**src/rtl/rr_arb_pkg.sv**
```systemverilog
// Shared definitions for the four-requester round-robin grant arbiter.
//   NREQ    : number of requesters (fixed at 4)
//   IDX_W   : width of the binary grant index
//   state_e : arbiter FSM state, 1-bit encoding
//   rr_pick : reference winner selection for a request vector and last owner
package rr_arb_pkg;

  localparam int NREQ  = 4;
  localparam int IDX_W = 2;

  typedef enum logic {
    IDLE  = 1'b0,
    GRANT = 1'b1
  } state_e;

  // Winner = first set request searching upward from last_idx+1 with wrap.
  // Iterating from the farthest offset down lets the nearest one overwrite.
  // Returns last_idx when no request is set; callers qualify with |req.
  function automatic logic [IDX_W-1:0] rr_pick(input logic [NREQ-1:0]  req,
                                               input logic [IDX_W-1:0] last_idx);
    logic [IDX_W-1:0] idx;
    rr_pick = last_idx;
    for (int k = NREQ; k >= 1; k--) begin
      idx = last_idx + IDX_W'(k);
      if (req[idx]) rr_pick = idx;
    end
  endfunction

endpackage

```
**src/rtl/rr_priority_pick.sv**
```systemverilog
// Combinational rotating-priority picker.
//   req_i      : request vector
//   last_idx_i : index of the previous grant owner
//   win_idx_o  : index of the winning requester (valid when any_o)
//   any_o      : at least one request is set
// Requests are rotated so that last_idx+1 lands on bit 0, a fixed
// lowest-bit-wins priority is applied, and the position is rotated back.
module rr_priority_pick #(
  parameter int NREQ  = 4,
  parameter int IDX_W = 2
) (
  input  logic [NREQ-1:0]  req_i,
  input  logic [IDX_W-1:0] last_idx_i,
  output logic [IDX_W-1:0] win_idx_o,
  output logic             any_o
);

  logic [IDX_W-1:0]  start;
  logic [2*NREQ-1:0] dbl;
  logic [NREQ-1:0]   rot;
  logic [IDX_W-1:0]  pos;

  assign start = last_idx_i + IDX_W'(1);
  assign dbl   = {req_i, req_i};
  assign rot   = dbl[start +: NREQ];

  always_comb begin
    pos = '0;
    for (int j = NREQ - 1; j >= 0; j--) begin
      if (rot[j]) pos = IDX_W'(j);
    end
  end

  // Rotate back; IDX_W-bit addition wraps modulo NREQ.
  assign win_idx_o = start + pos;
  assign any_o     = |req_i;

endmodule

```
**src/rtl/rr_grant_arbiter.sv**
```systemverilog
// Four-requester round-robin arbiter with held grant and one bubble cycle
// between grants.
//   clk       : system clock, rising edge
//   rst_n     : asynchronous active-low reset
//   req       : level-sensitive request lines
//   done      : current owner finishes; only looked at in GRANT
//   gnt       : registered one-hot grant, zero when idle
//   gnt_valid : gnt is non-zero
//   gnt_idx   : binary index of the granted requester; holds when idle
//   busy      : FSM is in GRANT
module rr_grant_arbiter #(
  parameter int NREQ  = 4,
  parameter int IDX_W = 2
) (
  input  logic             clk,
  input  logic             rst_n,
  input  logic [NREQ-1:0]  req,
  input  logic             done,
  output logic [NREQ-1:0]  gnt,
  output logic             gnt_valid,
  output logic [IDX_W-1:0] gnt_idx,
  output logic             busy
);

  import rr_arb_pkg::*;

  if (NREQ != 4 || IDX_W != 2) begin : g_bad_cfg
    $error("rr_grant_arbiter supports only NREQ=4, IDX_W=2");
  end

  state_e           state_q;
  logic [NREQ-1:0]  gnt_q;
  logic [IDX_W-1:0] idx_q;
  logic [IDX_W-1:0] last_q;

  logic [IDX_W-1:0] win_idx_d;
  logic             any_req;
  logic [NREQ-1:0]  win_onehot_d;
  logic             release_d;

  rr_priority_pick #(
    .NREQ  (NREQ),
    .IDX_W (IDX_W)
  ) u_pick (
    .req_i      (req),
    .last_idx_i (last_q),
    .win_idx_o  (win_idx_d),
    .any_o      (any_req)
  );

  assign win_onehot_d = {{(NREQ-1){1'b0}}, 1'b1} << win_idx_d;
  // done and a dropped owner request collapse into one release.
  assign release_d    = done || !req[idx_q];

  always_ff @(posedge clk or negedge rst_n) begin
    if (!rst_n) begin
      state_q <= IDLE;
      gnt_q   <= '0;
      idx_q   <= '0;
      last_q  <= IDX_W'(NREQ - 1);  // requester 0 first after reset
    end else begin
      case (state_q)
        IDLE: begin
          if (any_req) begin
            gnt_q   <= win_onehot_d;
            idx_q   <= win_idx_d;
            state_q <= GRANT;
          end
        end
        GRANT: begin
          // No preemption: only the owner's done/drop matters here.
          if (release_d) begin
            gnt_q   <= '0;
            last_q  <= idx_q;
            state_q <= IDLE;
          end
        end
        default: begin
          gnt_q   <= '0;
          state_q <= IDLE;
        end
      endcase
    end
  end

  assign gnt       = gnt_q;
  assign gnt_valid = |gnt_q;
  assign gnt_idx   = idx_q;
  assign busy      = (state_q == GRANT);

endmodule

```
**config.mk**
```make
export PLATFORM = sky130hd
export DESIGN_NAME = rr_grant_arbiter
export DESIGN_NICKNAME = d
export VERILOG_FILES = /design/src/rtl/rr_arb_pkg.sv /design/src/rtl/rr_priority_pick.sv /design/src/rtl/rr_grant_arbiter.sv
export SDC_FILE = /design/constraint.sdc
export NUM_CORES = 1
export LEC_CHECK = 0
export BUFFER_PORTS_ARGS = -buffer_cell sky130_fd_sc_hd__buf_4
export CAP_MARGIN = 30
export CORE_MARGIN = 4
export CORE_UTILIZATION = 45
export DETAILED_ROUTE_END_ITERATION = 12
export PLACE_DENSITY = 0.73
export SLEW_MARGIN = 20
export SYNTH_ARGS = -nofsm -noshare
export SYNTH_HDL_FRONTEND = slang
export SYNTH_SLANG_ARGS = --single-unit
```
**constraint.sdc**
```tcl
create_clock -name clk -period 3.55 [get_ports clk]
set_input_delay 0.1775 -clock clk [delete_from_list [all_inputs] [get_ports clk]]
set_output_delay 0.1775 -clock clk [all_outputs]
set_load 0.1 [all_outputs]
```
# Word level (Yosys, flattened, before mapping)
# Cells that the tools add are included.
[word_totals] rom_bits=0 latchBits=0 regBits=9 n_memories=0 mem_bits_rw=0
[op_classes] div=0 add_sub_neg=2 eq_ne=2 shifts=2 mux=12 bitwise=1 mul=0 n_reduce_logical=7 magnitude_cmp=1
[ops] cell="$mux W2" n=4
[ops] cell="$mux W4" n=2
[ops] cell="$pmux W4 S2" n=1
[ops] cell="$reduce_or A4 Y1" n=2
[ops] cell="$shiftx A8 B3 Y4" n=1
[ops] cell="$reduce_and A2 Y1" n=3
[ops] cell="$shl A1 B2 Y4 const A" n=1
[ops] cell="$lt A2 B3 Y1 const B" n=1
[ops] cell="$mux W1" n=3
[ops] cell="$add A2 B1 Y2 const B" n=1
[ops] cell="$add A2 B2 Y2" n=1
[ops] cell="$bmux W1 S2" n=1
[ops] cell="$ne A2 B1 Y1 const B" n=1
[ops] cell="$ne A2 B2 Y1 const B" n=1
[ops] cell="$pmux W1 S2" n=1
[ops] cell="$logic_not A1 Y1" n=1
[ops] cell="$logic_or A1 B1 Y1" n=1
[ops] cell="$not A1 Y1" n=1

# Logic depth before layout (Yosys ltp)
[depth] word_depth=10 ltp_mapped=10 depth_no_buf=10

# Hierarchy
# From an unflattened synthesis, not the netlist that was laid out.
[unflattened] cells_unflattened=66 area_unflattened_um2=593.1
[modules_own_cells] mod="rr_grant_arbiter" cells_each=39 area_per_inst_um2=417.9 n_inst=1
[modules_own_cells] mod="rr_priority_pick" cells_each=27 area_per_inst_um2=175.2 n_inst=1

# Worst setup path after synthesis
# No wires, ideal clock.
[synth_path] path_kind="reg2reg" start="reg idx_q[1] (netlist: gnt_idx[1])" end="reg gnt_q[1] (netlist: gnt[1])" t_required_ns=3.430 t_arrival_ns=2.082 path_stages_with_launch=6 n_path_buf=0 slack_ns=1.348 period_less_slack_ns=2.202 cell_sequence="dfrtp_1 mux4_2 clkinv_1 o21ai_2 and3_1 a31o_1"
[synth_between] elab_chain_len=6
[synth_lines] item="from (decl)" line="rr_grant_arbiter.sv:33" text="logic [IDX_W-1:0] idx_q;"
[synth_lines] item="from (signal assigned)" line="rr_grant_arbiter.sv:66" text="idx_q <= win_idx_d;"
[synth_lines] item="$bmux W1 S2" line="rr_grant_arbiter.sv:53" text="assign release_d = done || !req[idx_q];"
[synth_lines] item="$mux W1 (not written as such)" line="rr_grant_arbiter.sv:53"
[synth_lines] item="$logic_not A1 Y1" line="rr_grant_arbiter.sv:53"
[synth_lines] item="$logic_or A1 B1 Y1" line="rr_grant_arbiter.sv:53"
[synth_lines] item="$ne A2 B1 Y1 (no source line)"
[synth_lines] item="$reduce_and A2 Y1 (no source line)"
[synth_lines] item="to (signal assigned)" line="rr_grant_arbiter.sv:65" text="gnt_q <= win_onehot_d;"
[synth_lines] item="to (decl)" line="rr_grant_arbiter.sv:32" text="logic [NREQ-1:0] gnt_q;"
# Every way passes these cells. The select of a mux whose other input is x is not followed.
# A chain may end at the register's enable or synchronous reset.

# Worst setup path after layout
[layout_path] start="reg last_q[0]" end="reg gnt_q[1] (netlist: gnt[1])"
[layout_between] elab_chain_len=10
[layout_lines] item="from (decl)" line="rr_grant_arbiter.sv:34" text="logic [IDX_W-1:0] last_q;"
[layout_lines] item="from (signal assigned)" line="rr_grant_arbiter.sv:60" text="last_q <= IDX_W'(NREQ - 1);"
[layout_lines] item="from (signal assigned)" line="rr_grant_arbiter.sv:74" text="last_q <= idx_q;"
[layout_lines] item="$add A2 B1 Y2 (*)" line="rr_priority_pick.sv:23" text="assign start = last_idx_i + IDX_W'(1);"
[layout_lines] item="$shiftx A8 B3 Y4" line="rr_priority_pick.sv:25" text="assign rot = dbl[start +: NREQ];"
[layout_lines] item="$mux W2 (4 in series)" line="rr_priority_pick.sv:30" text="if (rot[j]) pos = IDX_W'(j);"
[layout_lines] item="$add A2 B2 Y2 (*)" line="rr_priority_pick.sv:35" text="assign win_idx_o = start + pos;"
[layout_lines] item="$shl A1 B2 Y4 (*)" line="rr_grant_arbiter.sv:51" text="assign win_onehot_d = {{(NREQ-1){1'b0}}, 1'b1} << win_idx_d;"
[layout_lines] item="$mux W4 (*)" line="rr_grant_arbiter.sv:64" text="if (any_req) begin"
[layout_lines] item="$pmux W4 S2 (*)" line="rr_grant_arbiter.sv:62" text="case (state_q)"
# Every way passes the cells marked *; elsewhere a longest branch is shown, timed or not. The select of a mux whose other input is x is not followed.

==> results.json <==
{
  "status": "complete, no violations",
  "r2r_setup_slack_ps": 1500,
  "vias": 513,
  "cp_num_buf_inv": 0,
  "worst_pin_slew_ps": 321.7,
  "path_delay_family": "flip-flops",
  "clockBufferDepth": 2,
  "finish.utilization_pct": 60.76,
  "grt_pass1_vias": 499,
  "ctsResizeCount": 0,
  "synth_top_area_share_pct": 29.17,
  "fin_skew_ps": 10.85,
  "initial_core_util_pct": 50.63,
  "die_y_um": 44.53,
  "grt_first_pass_wirelength_um": 2063,
  "synth-seq-cells": 9,
  "critPathArrivalTime_ps": 2200,
  "numCtsBuffers": 3,
  "dp.cells": 87,
  "slew_headroom_pct": 78.36,
  "setup_slack_ps": 1495,
  "mostFrequentLayoutCells": "buf_4 (14), nor2_1 (7), dfrtp_1 (7), nand2_1 (5), nand3_1 (4)",
  "ant_nets": 0,
  "setup_violations": 0,
  "layout-drive-gt1-share_pct": 30.77,
  "hold_viol": 0,
  "cap_viol_max_count": 0,
  "ios": 15,
  "synthTopCellsByArea": "dfrtp_1 (29%), dfstp_2 (8.8%), buf_6 (5.6%)",
  "syn-num-nets": 71,
  "row_count": 12,
  "drc_errors": 0,
  "hold_start": "req[0]",
  "slowest_stage": "dfstp_2",
  "cts_root_buf": "clkbuf_4",
  "holdPathStages": 3,
  "slew_viol_final": 0,
  "syn-cell-area_um2": 600.6,
  "grt_overflow": 0,
  "first_pass_iters": 4,
  "fp.dieW_um": 44.53,
  "dieArea_um2": 1983,
  "cp-end-kind": "flip-flop",
  "pre_cts_ws_ps": 1507,
  "worst-path-max-fanout": 11,
  "syn_area_per_cell_um2": 9.533,
  "routed_wirelength_um": 1203,
  "syn_to_final_growth_pct": 20.00,
  "min_to": "busy$_DFF_PN0_",
  "rr_startpoint": "last_q[0]$_DFFE_PN1P_",
  "fmax_mhz": 486.7,
  "cts_tree": "built",
  "wire_per_inst_um": 13.08,
  "rr_worst_depth": 9,
  "ys_seq_area_share_pct": 37.92,
  "yosys.cell_types.count": 33,
  "antenna_found_initial": 0,
  "layout.nets": 87,
  "synth_top_cell_by_area": "dfrtp_1",
  "core_area_um2": 1186,
  "gp_congestion": 0.7725,
  "crit_path_frequent_cell": "nand3_1",
  "grt_start_max_net_pins": 12,
  "criticalPathCategory": "flip-flop to flip-flop",
  "ys.warnings.count": 0,
  "tns_ps": 0,
  "crit_path_start_kind": "flip-flop",
  "fin_cells": 92,
  "final_common_cell": "buf_4",
  "syn_inst": 63,
  "path_cells": "nand3_1 -> o311ai_0 -> o21ai_0 -> nand3_1 -> ha_1 -> xor2_1 -> xnor2_1 -> xnor2_2 -> a31o_1",
  "crit_required_ps": 3690,
  "fin_crit_sh_pct": 57.87,
  "vias_per_cell": 5.576,
  "clk_latency_ps": 270,
  "hold_path_class": "primary input to flip-flop",
  "cts-htree-levels": 1,
  "path_clk_slew_ps": 60,
  "dpl.hpwl_um": 906.8,
  "r2r_end": "gnt[1]$_DFFE_PN0P_",
  "min_period_ps": 2055,
  "antenna_cells": 0,
  "rsz0062_at_grt": "false",
  "grtUsageTotal_pct": 14.35,
  "drtIter0Drc": 6,
  "cts.sink_count": 9,
  "cpPeakStageDelay_ps": 620,
  "io_buffers": 14
}
cell usage after synthesis, drive strengths merged:
cell,n
dfstp,2
clkinv,1
nand2,5
o21ai,4
mux4,1
nand3,4
or4,2
a32oi,1
nor2,7
mux2,2
xor2,1
or2,3
o31ai,1
o311ai,1
ha,1
o211ai,1
xnor2,2
o22ai,1
dfrtp,7
a31o,1
a21boi,1
buf,4
and3,1
nand2b,1
inv,4
nor4,1
o32ai,2
a32o,1
worst register-to-register path: cells and delay by family (launching register included):
| family | cells | cell delay (ps) |
|---|---|---|
| adders and majority gates | 1 | 150 |
| and+or+nand+nor | 2 | 190 |
| AOI/OAI and AO/OA | 3 | 480 |
| DFF | 1 | 620 |
| xor gates and xnor gates | 3 | 490 |
worst max path at each step:
| stage | end | slack (ps) | depth (start not counted) | start |
|---|---|---|---|---|
| after floorplan | gnt[1]$_DFFE_PN0P_ | 1350 | 5 | gnt_idx[1]$_DFFE_PN0P_ |
| after global placement | gnt[1]$_DFFE_PN0P_ | 1520 | 7 | last_q[0]$_DFFE_PN1P_ |
| after detailed placement | gnt[1]$_DFFE_PN0P_ | 1510 | 9 | last_q[0]$_DFFE_PN1P_ |
| after CTS | gnt[1]$_DFFE_PN0P_ | 1500 | 9 | last_q[0]$_DFFE_PN1P_ |
| after global routing | gnt[1]$_DFFE_PN0P_ | 1350 | 8 | last_q[0]$_DFFE_PN1P_ |
| final | gnt[1]$_DFFE_PN0P_ | 1500 | 9 | last_q[0]$_DFFE_PN1P_ |
cells by family (layout without fill, tap and decap cells):
logic type | after synthesis | after routing | synth area share, %
buffers and inverters | 9 | 24 | 9.582
XOR/XNOR | 3 | 3 | 5.626
multiplexers | 3 | 3 | 7.499
flip-flops | 9 | 9 | 37.92
AND/OR/NAND/NOR | 24 | 24 | 19.59
AO/OA/AOI/OAI | 14 | 14 | 17.71
adder cells (fa/ha/maj) | 1 | 1 | 2.083
area by class of cell:
| cell class | count | area, um2 |
|---|---|---|
| clock buffers | 4 | 26.28 |
| fillers | 105 | 465.4 |
| inverters | 5 | 18.77 |
| multi-input cells | 45 | 315.3 |
| flip-flops and latches | 9 | 227.7 |
| well taps | 14 | 17.52 |
| repair buffers | 15 | 115.1 |
flip-flops by register name, summed over array words and instances (netlist names):
name,flops
gnt,4
last_q,2
gnt_idx,2
busy,1
metrics by stage:
step / instance area, um2 / hold WS [ps]
floorplan: 600.6 / -118.1
global placement: 684.4 / 5.500
detailed placement: 684.4 / 7.086
CTS: 720.7 / 258.8
global route: 720.7 / 272.5
finish: 720.7 / 258.3
layer usage:
| layer | routed length (um) | global-route usage [%] |
|---|---|---|
| met3 | 84 | 7.724 |
| met4 | 14 | 3.614 |
| met2 | 578 | 22.35 |
| met5 | 0 | 0 |
| met1 | 526 | 17.12 |
repair_timing:
action                                  in CTS  in global routing
buffers inserted                             0                  0
hold endpoints to repair                     9                  0
hold buffers                                 1                  0
endpoints found under the setup margin       0                  0
Power is not shown: default switching activity piles up to over one toggle a cycle in this logic, so the estimate is an artifact.
